**src/rtl/vslc_scan_sequencer_if.sv**
```systemverilog
// Handshake/bus bundle between the scan sequencer and its host (loader, run control, executor).
interface vslc_scan_sequencer_if #(
  parameter int DEPTH = 32
);
  localparam int LW = $clog2(DEPTH) + 1;

  logic          load_en;
  logic          load_valid;
  logic [7:0]    load_data;
  logic          run;
  logic [7:0]    ui_in;
  logic [7:0]    instr;
  logic          instr_ready;
  logic [7:0]    ui_snap;
  logic [7:0]    ui_prev;
  logic [LW-1:0] prog_len;
  logic [15:0]   scan_count;
  logic          busy;
  logic          load_err;

  modport master (
    output load_en, load_valid, load_data, run, ui_in,
    input  instr, instr_ready, ui_snap, ui_prev, prog_len, scan_count, busy, load_err
  );

  modport slave (
    input  load_en, load_valid, load_data, run, ui_in,
    output instr, instr_ready, ui_snap, ui_prev, prog_len, scan_count, busy, load_err
  );
endinterface

```
**src/rtl/vslc_scan_sequencer.sv**
```systemverilog
// Scan-cycle sequencer: byte-serial program load, per-scan input snapshot and one-instruction-per-cycle replay.
//   state | meaning
//   IDLE  | waiting for run with a loaded program and no load in progress
//   SNAP  | latch ui_in into ui_snap, shift old snapshot into ui_prev, rewind pc
//   CLR   | issue the stack-clear instruction 8'hF0
//   ISSUE | issue mem[pc] each cycle until the last program byte
//   GAP   | enforced idle cycles; completed scan is counted on the first one
module vslc_scan_sequencer #(
  parameter int DEPTH       = 32,
  parameter int SCAN_GAP    = 4,
  parameter int CLR_ON_SCAN = 1
) (
  input  logic                  clk,
  input  logic                  rst_n,
  vslc_scan_sequencer_if.slave  bus
);
  localparam int AW = $clog2(DEPTH);
  localparam int LW = AW + 1;
  localparam int GW = (SCAN_GAP > 1) ? $clog2(SCAN_GAP) : 1;

  typedef enum logic [2:0] {IDLE, SNAP, CLR, ISSUE, GAP} state_t;

  state_t        state;
  logic [AW-1:0] pc;
  logic [GW-1:0] gap_cnt;
  logic [7:0]    instr;
  logic          instr_ready;
  logic [7:0]    ui_snap;
  logic [7:0]    ui_prev;
  logic [LW-1:0] prog_len;
  logic [15:0]   scan_count;
  logic          load_err;
  logic          load_en_d;
  logic [7:0]    mem [DEPTH];

  logic          load_rise;
  logic [LW-1:0] wr_ptr;
  logic          wr_ok;
  logic          last_issue;

  // A byte arriving on the rising-edge cycle lands at address 0 of the fresh program.
  assign load_rise  = bus.load_en & ~load_en_d;
  assign wr_ptr     = load_rise ? '0 : prog_len;
  assign wr_ok      = bus.load_en & bus.load_valid & (wr_ptr != LW'(DEPTH));
  assign last_issue = ({1'b0, pc} == (prog_len - LW'(1)));

  always_ff @(posedge clk or negedge rst_n) begin
    if (!rst_n) begin
      load_en_d <= 1'b0;
      prog_len  <= '0;
      load_err  <= 1'b0;
    end else begin
      load_en_d <= bus.load_en;
      if (load_rise) begin
        prog_len <= '0;
        load_err <= 1'b0;
      end
      if (bus.load_en && bus.load_valid) begin
        if (wr_ok) prog_len <= wr_ptr + LW'(1);
        else       load_err <= 1'b1;
      end
    end
  end

  always_ff @(posedge clk) begin
    if (wr_ok) mem[wr_ptr[AW-1:0]] <= bus.load_data;
  end

  always_ff @(posedge clk or negedge rst_n) begin
    if (!rst_n) begin
      state       <= IDLE;
      pc          <= '0;
      gap_cnt     <= '0;
      instr       <= 8'h00;
      instr_ready <= 1'b0;
      ui_snap     <= 8'h00;
      ui_prev     <= 8'h00;
      scan_count  <= 16'h0000;
    end else if (state != IDLE && bus.load_en) begin
      // Loading aborts the scan in flight; it is not counted and snapshots hold.
      state       <= IDLE;
      instr_ready <= 1'b0;
    end else begin
      case (state)
        IDLE: begin
          instr_ready <= 1'b0;
          if (bus.run && !bus.load_en && prog_len != '0) state <= SNAP;
        end
        SNAP: begin
          ui_prev     <= ui_snap;
          ui_snap     <= bus.ui_in;
          pc          <= '0;
          instr_ready <= 1'b0;
          state       <= (CLR_ON_SCAN != 0) ? CLR : ISSUE;
        end
        CLR: begin
          instr       <= 8'hF0;
          instr_ready <= 1'b1;
          state       <= ISSUE;
        end
        ISSUE: begin
          instr       <= mem[pc];
          instr_ready <= 1'b1;
          pc          <= pc + 1'b1;
          if (last_issue) begin
            state   <= GAP;
            gap_cnt <= GW'(SCAN_GAP - 1);
          end
        end
        GAP: begin
          instr_ready <= 1'b0;
          if (gap_cnt == GW'(SCAN_GAP - 1)) scan_count <= scan_count + 16'd1;
          if (gap_cnt == '0) state <= bus.run ? SNAP : IDLE;
          else               gap_cnt <= gap_cnt - 1'b1;
        end
        default: state <= IDLE;
      endcase
    end
  end

  assign bus.instr       = instr;
  assign bus.instr_ready = instr_ready;
  assign bus.ui_snap     = ui_snap;
  assign bus.ui_prev     = ui_prev;
  assign bus.prog_len    = prog_len;
  assign bus.scan_count  = scan_count;
  assign bus.busy        = (state != IDLE);
  assign bus.load_err    = load_err;
endmodule

```
**src/flat_wrapper.sv**
```systemverilog
// flat-port wrapper written by rule: the top's interface ports become plain ports
module vslc_scan_sequencer_flat 
#(
  parameter int DEPTH       = 32,
  parameter int SCAN_GAP    = 4,
  parameter int CLR_ON_SCAN = 1
)
  (clk, rst_n, bus_load_en, bus_load_valid, bus_load_data, bus_run, bus_ui_in, bus_instr, bus_instr_ready, bus_ui_snap, bus_ui_prev, bus_prog_len, bus_scan_count, bus_busy, bus_load_err);
  vslc_scan_sequencer_if #(.DEPTH(DEPTH)) bus_i ();
  input  logic clk;
  input  logic rst_n;
  input wire logic [$bits(bus_i.load_en)-1:0] bus_load_en;
  input wire logic [$bits(bus_i.load_valid)-1:0] bus_load_valid;
  input wire logic [$bits(bus_i.load_data)-1:0] bus_load_data;
  input wire logic [$bits(bus_i.run)-1:0] bus_run;
  input wire logic [$bits(bus_i.ui_in)-1:0] bus_ui_in;
  output wire logic [$bits(bus_i.instr)-1:0] bus_instr;
  output wire logic [$bits(bus_i.instr_ready)-1:0] bus_instr_ready;
  output wire logic [$bits(bus_i.ui_snap)-1:0] bus_ui_snap;
  output wire logic [$bits(bus_i.ui_prev)-1:0] bus_ui_prev;
  output wire logic [$bits(bus_i.prog_len)-1:0] bus_prog_len;
  output wire logic [$bits(bus_i.scan_count)-1:0] bus_scan_count;
  output wire logic [$bits(bus_i.busy)-1:0] bus_busy;
  output wire logic [$bits(bus_i.load_err)-1:0] bus_load_err;
  assign bus_i.load_en = bus_load_en;
  assign bus_i.load_valid = bus_load_valid;
  assign bus_i.load_data = bus_load_data;
  assign bus_i.run = bus_run;
  assign bus_i.ui_in = bus_ui_in;
  assign bus_instr = bus_i.instr;
  assign bus_instr_ready = bus_i.instr_ready;
  assign bus_ui_snap = bus_i.ui_snap;
  assign bus_ui_prev = bus_i.ui_prev;
  assign bus_prog_len = bus_i.prog_len;
  assign bus_scan_count = bus_i.scan_count;
  assign bus_busy = bus_i.busy;
  assign bus_load_err = bus_i.load_err;
  vslc_scan_sequencer #(.DEPTH(DEPTH), .SCAN_GAP(SCAN_GAP), .CLR_ON_SCAN(CLR_ON_SCAN)) u_core (.clk(clk), .rst_n(rst_n), .bus(bus_i));
endmodule
```
**config.mk**
```make
export PLATFORM = sky130hd
export DESIGN_NAME = vslc_scan_sequencer_flat
export DESIGN_NICKNAME = d
export VERILOG_FILES = /design/src/rtl/vslc_scan_sequencer_if.sv /design/src/rtl/vslc_scan_sequencer.sv /design/src/flat_wrapper.sv
export SDC_FILE = /design/constraint.sdc
export NUM_CORES = 1
export LEC_CHECK = 0
export ABC_CLOCK_PERIOD_IN_PS = 2300
export BUFFER_PORTS_ARGS = -buffer_cell sky130_fd_sc_hd__buf_4
export CORE_AREA = 2 2 157 159
export DETAILED_ROUTE_END_ITERATION = 8
export DIE_AREA = 0 0 159 161
export PLACE_DENSITY_LB_ADDON = 0.12
export SYNTH_ARGS = -nofsm -noshare
export SYNTH_HDL_FRONTEND = slang
export SYNTH_SLANG_ARGS = --single-unit
export TNS_END_PERCENT = 30
```
**constraint.sdc**
```tcl
create_clock -name clk -period 2.3 [get_ports clk]
set_clock_uncertainty 0.15 [all_clocks]
set_input_delay 0.345 -clock clk [delete_from_list [all_inputs] [get_ports clk]]
set_output_delay 0.345 -clock clk [all_outputs]
set_load 0.05 [all_outputs]
```
Yosys cells after proc, flatten, opt, wreduce, memory -nomap -nowiden --
Memory sizes are Yosys's and may differ from the RTL's. Index checks and enable logic that the tools add are counted.
Word-level totals: flip-flop bits (word level) 59, RAM bits 256, output and inout bits 49, logic and storage cells 76, memories 1
Operators by class: $add $sub $neg 5, eq/ne operators 12, mux-type cells 21, bitwise logic cells 5, reductions and logical operators 21
Memory list:
- u_core.mem | depth 32, width 8, read ports 1, clocked after memory_dff 0, write ports 1, line vslc_scan_sequencer.sv:34 | logic [7:0] mem [DEPTH];
Operators by type and width (number):
- two-way mux 6 bit | 3
- adder 16 x 1 -> 16 bit (second input constant) | 1
- case mux 8 bit (2 select lines) | 1
- case mux 3 bit (5 select lines) | 1
- two-way mux 3 bit | 4
- case mux 5 bit (2 select lines) | 1
- != test 3 x 1 -> 1 bit (second input constant) | 3
- two-way mux 1 bit | 7
- adder 6 x 1 -> 6 bit (second input constant) | 1
- == test 3 x 2 -> 1 bit (second input constant) | 2
- == test 5 x 6 -> 1 bit | 1
- != test 6 bit (second input constant) | 1
- AND reduction 2 bit | 3
- AND reduction 3 bit | 2
- nonzero test 2 bit | 3
- nonzero test 3 bit | 2
- nonzero test 6 bit | 1
- subtractor 6 x 1 -> 6 bit (second input constant) | 1
- adder 5 x 1 -> 5 bit (second input constant) | 1
- logical AND 1 bit | 4
- two-way mux 2 bit | 2
- case mux 2 bit (2 select lines) | 1
- AND reduction 4 bit | 1
- AND 1 bit | 3
- other kinds (13) | 14

Longest topological paths before layout --
word-level depth 7, depth in mapped cells 8

Least setup slack after synthesis --
OpenSTA, ideal clock, no wires.
path type register to register, from register u_core.prog_len[0], in the netlist u_core.bus.prog_len[0], to memory u_core.mem[11][0], enable pin, setup time 0.370 ns, arrival time 2.032 ns, data required time 1.780 ns, slack -0.252 ns, cell stages (with the launch flop) 6, buffers on the path 0, period minus slack after synthesis 2.552 ns, path through dfrtp_1 -> nand2_1 -> ha_1 -> a41oi_2 -> nand2_1 -> nor2_1
Between the ends: word-level cells in the longest chain between the ends 5
RTL lines:
- from (decl) | line vslc_scan_sequencer.sv:30 | logic [LW-1:0] prog_len;
- from (signal assigned) | line vslc_scan_sequencer.sv:59 | if (wr_ok) prog_len <= wr_ptr + LW'(1);
- two-way mux 6 bit * | line vslc_scan_sequencer.sv:43 | assign wr_ptr = load_rise ? '0 : prog_len;
- != test 6 bit | line vslc_scan_sequencer.sv:44 | assign wr_ok = bus.load_en & bus.load_valid & (wr_ptr != LW'(DEPTH));
- AND 1 bit | line vslc_scan_sequencer.sv:44
- two-way mux 1 bit | line vslc_scan_sequencer.sv:66 | if (wr_ok) mem[wr_ptr[AW-1:0]] <= bus.load_data;
- two-way mux 1 bit (implied by the code) | line vslc_scan_sequencer.sv:66
- to (decl) | line vslc_scan_sequencer.sv:34
Mark *: on every way between the ends. The rest lies on a longest branch, timed or not.

Worst setup path in the final report --
from register u_core.pc[0], to register u_core.instr[5], in the netlist u_core.bus.instr[5]
Between the ends: word-level cells in the longest chain between the ends 2
RTL lines:
- from (decl) | line vslc_scan_sequencer.sv:24 | logic [AW-1:0] pc;
- from (signal assigned) | line vslc_scan_sequencer.sv:104 | pc <= pc + 1'b1;
- memory read (32 x 8 bit)
- case mux 8 bit (2 select lines) | line vslc_scan_sequencer.sv:84 | case (state)
- to (signal assigned) | line vslc_scan_sequencer.sv:102 | instr <= mem[pc];
- to (decl) | line vslc_scan_sequencer.sv:26 | logic [7:0] instr;
No other way between the ends. A chain may end at the register's enable or synchronous reset.

==> impl_metrics.json <==
{
  "timing_worst_setup_path_type": "register to register",
  "worst-path-max-fanout": 10,
  "avgViaCountPerCell": 5.87,
  "cells_traversed_along_the_worst_timing_path": "buf_4, mux4_2, a211oi_1, o21ai_1, o211a_1",
  "global_route.overflow_total": 0,
  "num_vias": 7560,
  "fin_crit_ps": 2220,
  "post-route-drc-count": 0,
  "critPathCaptureType": "register",
  "min_period_over_period_pct": 96.7,
  "synth_enable_flop_cells": 256,
  "min_path_type": "input port to register",
  "setup.worst_path.end": "u_core.bus.instr[5]$_DFFE_PN0P_",
  "cpPeakStageDelay_ps": 550,
  "power_switching_mw": 4.91,
  "fin_nets": 971,
  "synth.lib_cells_used.distinct": 56,
  "rr_startpoint": "u_core.pc[0]$_DFFE_PN0P_",
  "cts-htree-levels": 2,
  "fp.dieArea_um2": 25600,
  "drt-wirelength-per-cell_um": 23.1,
  "core_region_area_um2": 24000,
  "setup-tns-final_ps": 0,
  "start_util_pct": 54.1,
  "fmax_mhz": 450,
  "part_of_the_total_power_dissipated_in_combinational_logic_pct": 26.6,
  "switching_share_pct": 30.7,
  "cp-startpoint": "u_core.pc[0]$_DFFE_PN0P_",
  "worst-endpoint-required_ps": 2540,
  "cts_tree": "built",
  "ioPinCount": 70,
  "power_frac_clock_pct": 30.4,
  "power_leakage_nw": 5.43,
  "synth-seq-area-share_pct": 70.7,
  "synth-warning-count": 0,
  "proportion_of_synthesized_area_in_mux_cells_pct": 12.8,
  "syn-cell-area_um2": 13000,
  "synthesis.nets": 815,
  "timing.critical_path.buf_inv": 1,
  "fraction_of_layout_cells_with_a_size_suffix_above_1_pct": 28.6,
  "clock_tree.buffer_depth": 3,
  "worst-r2r-cell-count": 5,
  "dominant_combinational_cell_family_by_area_after_synthesis": "multiplexers",
  "detail-route-antenna-nets": 0,
  "cp.depth": 5,
  "power.total_mw": 16.0,
  "synthesis.area_per_instance_um2": 16.5,
  "grt_antenna_before_repair": 0,
  "setup_viol": 0,
  "cts_buffers": 34,
  "grt_start_max_net_pins": 60,
  "reg2reg_slack_ps": 80,
  "gp_congestion": 0.862,
  "r2r_end": "u_core.bus.instr[5]$_DFFE_PN0P_",
  "crit_family": "compound AO/OA/AOI/OAI gates",
  "power.density_cell_area_nw_per_um2": 1040,
  "post_synth_and_or_nand_nor_area_fraction_pct": 6.59,
  "seq_power_share_pct": 43.0,
  "worst-slew-pin-transition_ps": 790,
  "worst_path_cell_with_the_longest_stage_delay": "sky130_fd_sc_hd__dfrtp_4",
  "die_width_um": 159,
  "final_critical_path_setup_slack_ps": 76.5,
  "drtPass1Iterations": 6,
  "row_count": 57,
  "dieHeight_um": 161,
  "detailedPlacementHpwl_um": 19800,
  "number_of_global_route_vias_before_repair": 7653,
  "total_count_of_hold_check_failures_in_the_final_report": 0,
  "number_of_register_bits_inferred_by_synthesis": 315,
  "startpoint_type": "register",
  "critical_path_arrival_ps": 2470,
  "synth_cells": 784,
  "cell_internal_pwr_mw": 11.1,
  "cap_violations": 0,
  "timing_max_transition_violations_final": 0,
  "detailedRoute.firstIterationViolations": 745,
  "routed_wl_um": 29700,
  "place_ws_ps": -10.4,
  "clock_slew_seen_by_the_registers_of_the_worst_setup_and_hold_paths_ps": 60,
  "grt_pass1_wl_um": 45500,
  "synth_async_sr_flop_share_pct": 18.7,
  "cts_root_buffer": "sky130_fd_sc_hd__clkbuf_16",
  "area_growth_syn_to_layout_pct": 19.1,
  "final_util_pct": 64.4,
  "grt_usage_pct": 23.6,
  "max_slew_margin_pct": 47.3,
  "port_buffers": 69,
  "antenna_diode_instance_count": 0,
  "grt_setup_unrepaired": "yes",
  "power.ir.vdd_worst_mv": 0.712,
  "synth_adder_area_share_pct": 0.966,
  "area_fraction_in_compound_gates_after_synthesis_pct": 4.85,
  "tritoncts_num_sinks": 315,
  "synth_ff_type": "sky130_fd_sc_hd__edfxtp_1",
  "status": "completed",
  "timing.hold.ws_ps": 26.9,
  "xor_xnor_share_of_the_synthesized_area_pct": 1.69,
  "worst_skew_pair.late_latency_ps": 500
}
[per-stage QoR]
stage	instances	cell area [µm²]
3_5_place_dp	1213	14300
2_1_floorplan	784	13000
5_1_grt	1287	15400
6_report	1287	15400
4_1_cts	1282	15400
3_3_place_gp	1213	14300
[synthesized netlist by cell type, types with 4 or more instances]
cell,count,area (µm²)
sky130_fd_sc_hd__nand2_1,48,180
sky130_fd_sc_hd__buf_6,11,124
sky130_fd_sc_hd__mux2i_1,68,681
sky130_fd_sc_hd__xnor2_1,18,158
sky130_fd_sc_hd__dfrtp_1,59,1480
sky130_fd_sc_hd__o211ai_1,7,52.6
sky130_fd_sc_hd__mux2_2,21,236
sky130_fd_sc_hd__o21a_1,5,37.5
sky130_fd_sc_hd__buf_4,6,45.0
sky130_fd_sc_hd__ha_1,10,125
sky130_fd_sc_hd__o21ai_1,5,25.0
sky130_fd_sc_hd__nor2_1,55,206
sky130_fd_sc_hd__o22ai_1,16,100
sky130_fd_sc_hd__buf_2,13,65.1
sky130_fd_sc_hd__o211a_1,4,40.0
sky130_fd_sc_hd__a21oi_1,9,45.0
sky130_fd_sc_hd__nand3_1,16,80.1
sky130_fd_sc_hd__nor2b_1,4,25.0
sky130_fd_sc_hd__clkbuf_1,7,26.3
sky130_fd_sc_hd__a211oi_1,7,52.6
sky130_fd_sc_hd__a22oi_1,5,37.5
sky130_fd_sc_hd__mux4_2,33,743
sky130_fd_sc_hd__nor4_1,4,25.0
sky130_fd_sc_hd__and2_1,7,43.8
sky130_fd_sc_hd__and3_1,5,31.3
sky130_fd_sc_hd__inv_1,10,37.5
sky130_fd_sc_hd__nor3_1,8,40.0
sky130_fd_sc_hd__nand4_1,10,62.6
sky130_fd_sc_hd__o21ai_0,10,50.1
sky130_fd_sc_hd__xor2_1,7,61.3
sky130_fd_sc_hd__edfxtp_1,256,7690
[per-layer routing]
metal	share of wire [%]	track usage (%)	up-vias
met4	1.6	5.00	0
met5	0	0	-
met2	48	39.2	331
li1	-	-	3353
met1	42	32.5	3844
met3	8.0	5.32	32
[sequential cells by signal, indices dropped and copies added (netlist names)]
register                count
u_core.mem                256
u_core.bus.scan_count      16
u_core.bus.instr            8
u_core.bus.ui_prev          8
u_core.bus.ui_snap          8
u_core.bus.prog_len         6
u_core.pc                   5
u_core.state                3
u_core.gap_cnt              2
u_core.bus.instr_ready      1
u_core.bus.load_err         1
u_core.load_en_d            1
[cells in the final DEF, fill, tap and decap left out, drive strengths merged, types with 16 or more instances in the layout]
master / Yosys / final
nand2: 48 / 48
clkinv: 1 / 17
dfrtp: 59 / 59
clkbuf: 7 / 41
edfxtp: 256 / 256
nand3: 17 / 17
mux4: 33 / 33
nor2: 56 / 56
buf: 31 / 148
o22ai: 16 / 16
mux2: 21 / 21
mux2i: 68 / 68
xnor2: 18 / 18
[worst min-delay path by stage]
stage                                               start                                     to  cells after the start  slack [ps]
floorplan                                           rst_n        u_core.bus.instr[0]$_DFFE_PN0P_                      0        -100
global placement    u_core.bus.scan_count[15]$_DFFE_PN0P_  u_core.bus.scan_count[15]$_DFFE_PN0P_                      1         310
detailed placement                                  rst_n      u_core.bus.ui_snap[5]$_DFFE_PN0P_                      1         330
CTS                                           bus_load_en             u_core.load_en_d$_DFF_PN0_                      2          10
global route                                  bus_load_en             u_core.load_en_d$_DFF_PN0_                      2          20
finish                                        bus_load_en             u_core.load_en_d$_DFF_PN0_                      2          30
[power by group through the flow]
stage	combinational [mW]	clock, mW	sequential [mW]
floorplan	2.34	0	7.53
CTS	4.18	4.94	6.89
finish	4.25	4.86	6.88
global placement	4.07	0	6.98
detailed placement	4.15	0	7.00
global route	4.52	5.20	6.91
[final cells by class]
cell class              count  area, µm²
clock buffers              41        898
clock inverters            18       85.1
fillers                  1730       8530
inverters                  11       41.3
multi-input cells         420       3530
flip-flops and latches    315       9180
well taps                 324        405
repair buffers            158       1300
[cell families after synthesis]
kind of cell    after synthesis
compound gates               88
flops                       315
xor+xnor                     25
mux                         122
fa+ha+maj                    10
simple gates                175
buf+inv                      49
[what timing repair did]
| action | 4_1_cts | 5_1_grt |
|---|---|---|
| hold buffers | 10 | 0 |
| resized for setup | 0 | 9 |
| endpoints found under the setup margin | 0 | 39 |
| hold endpoints to repair | 68 | 0 |
| setup buffers | 0 | 5 |
No activity file was read; power rests on OpenSTA's default activity.
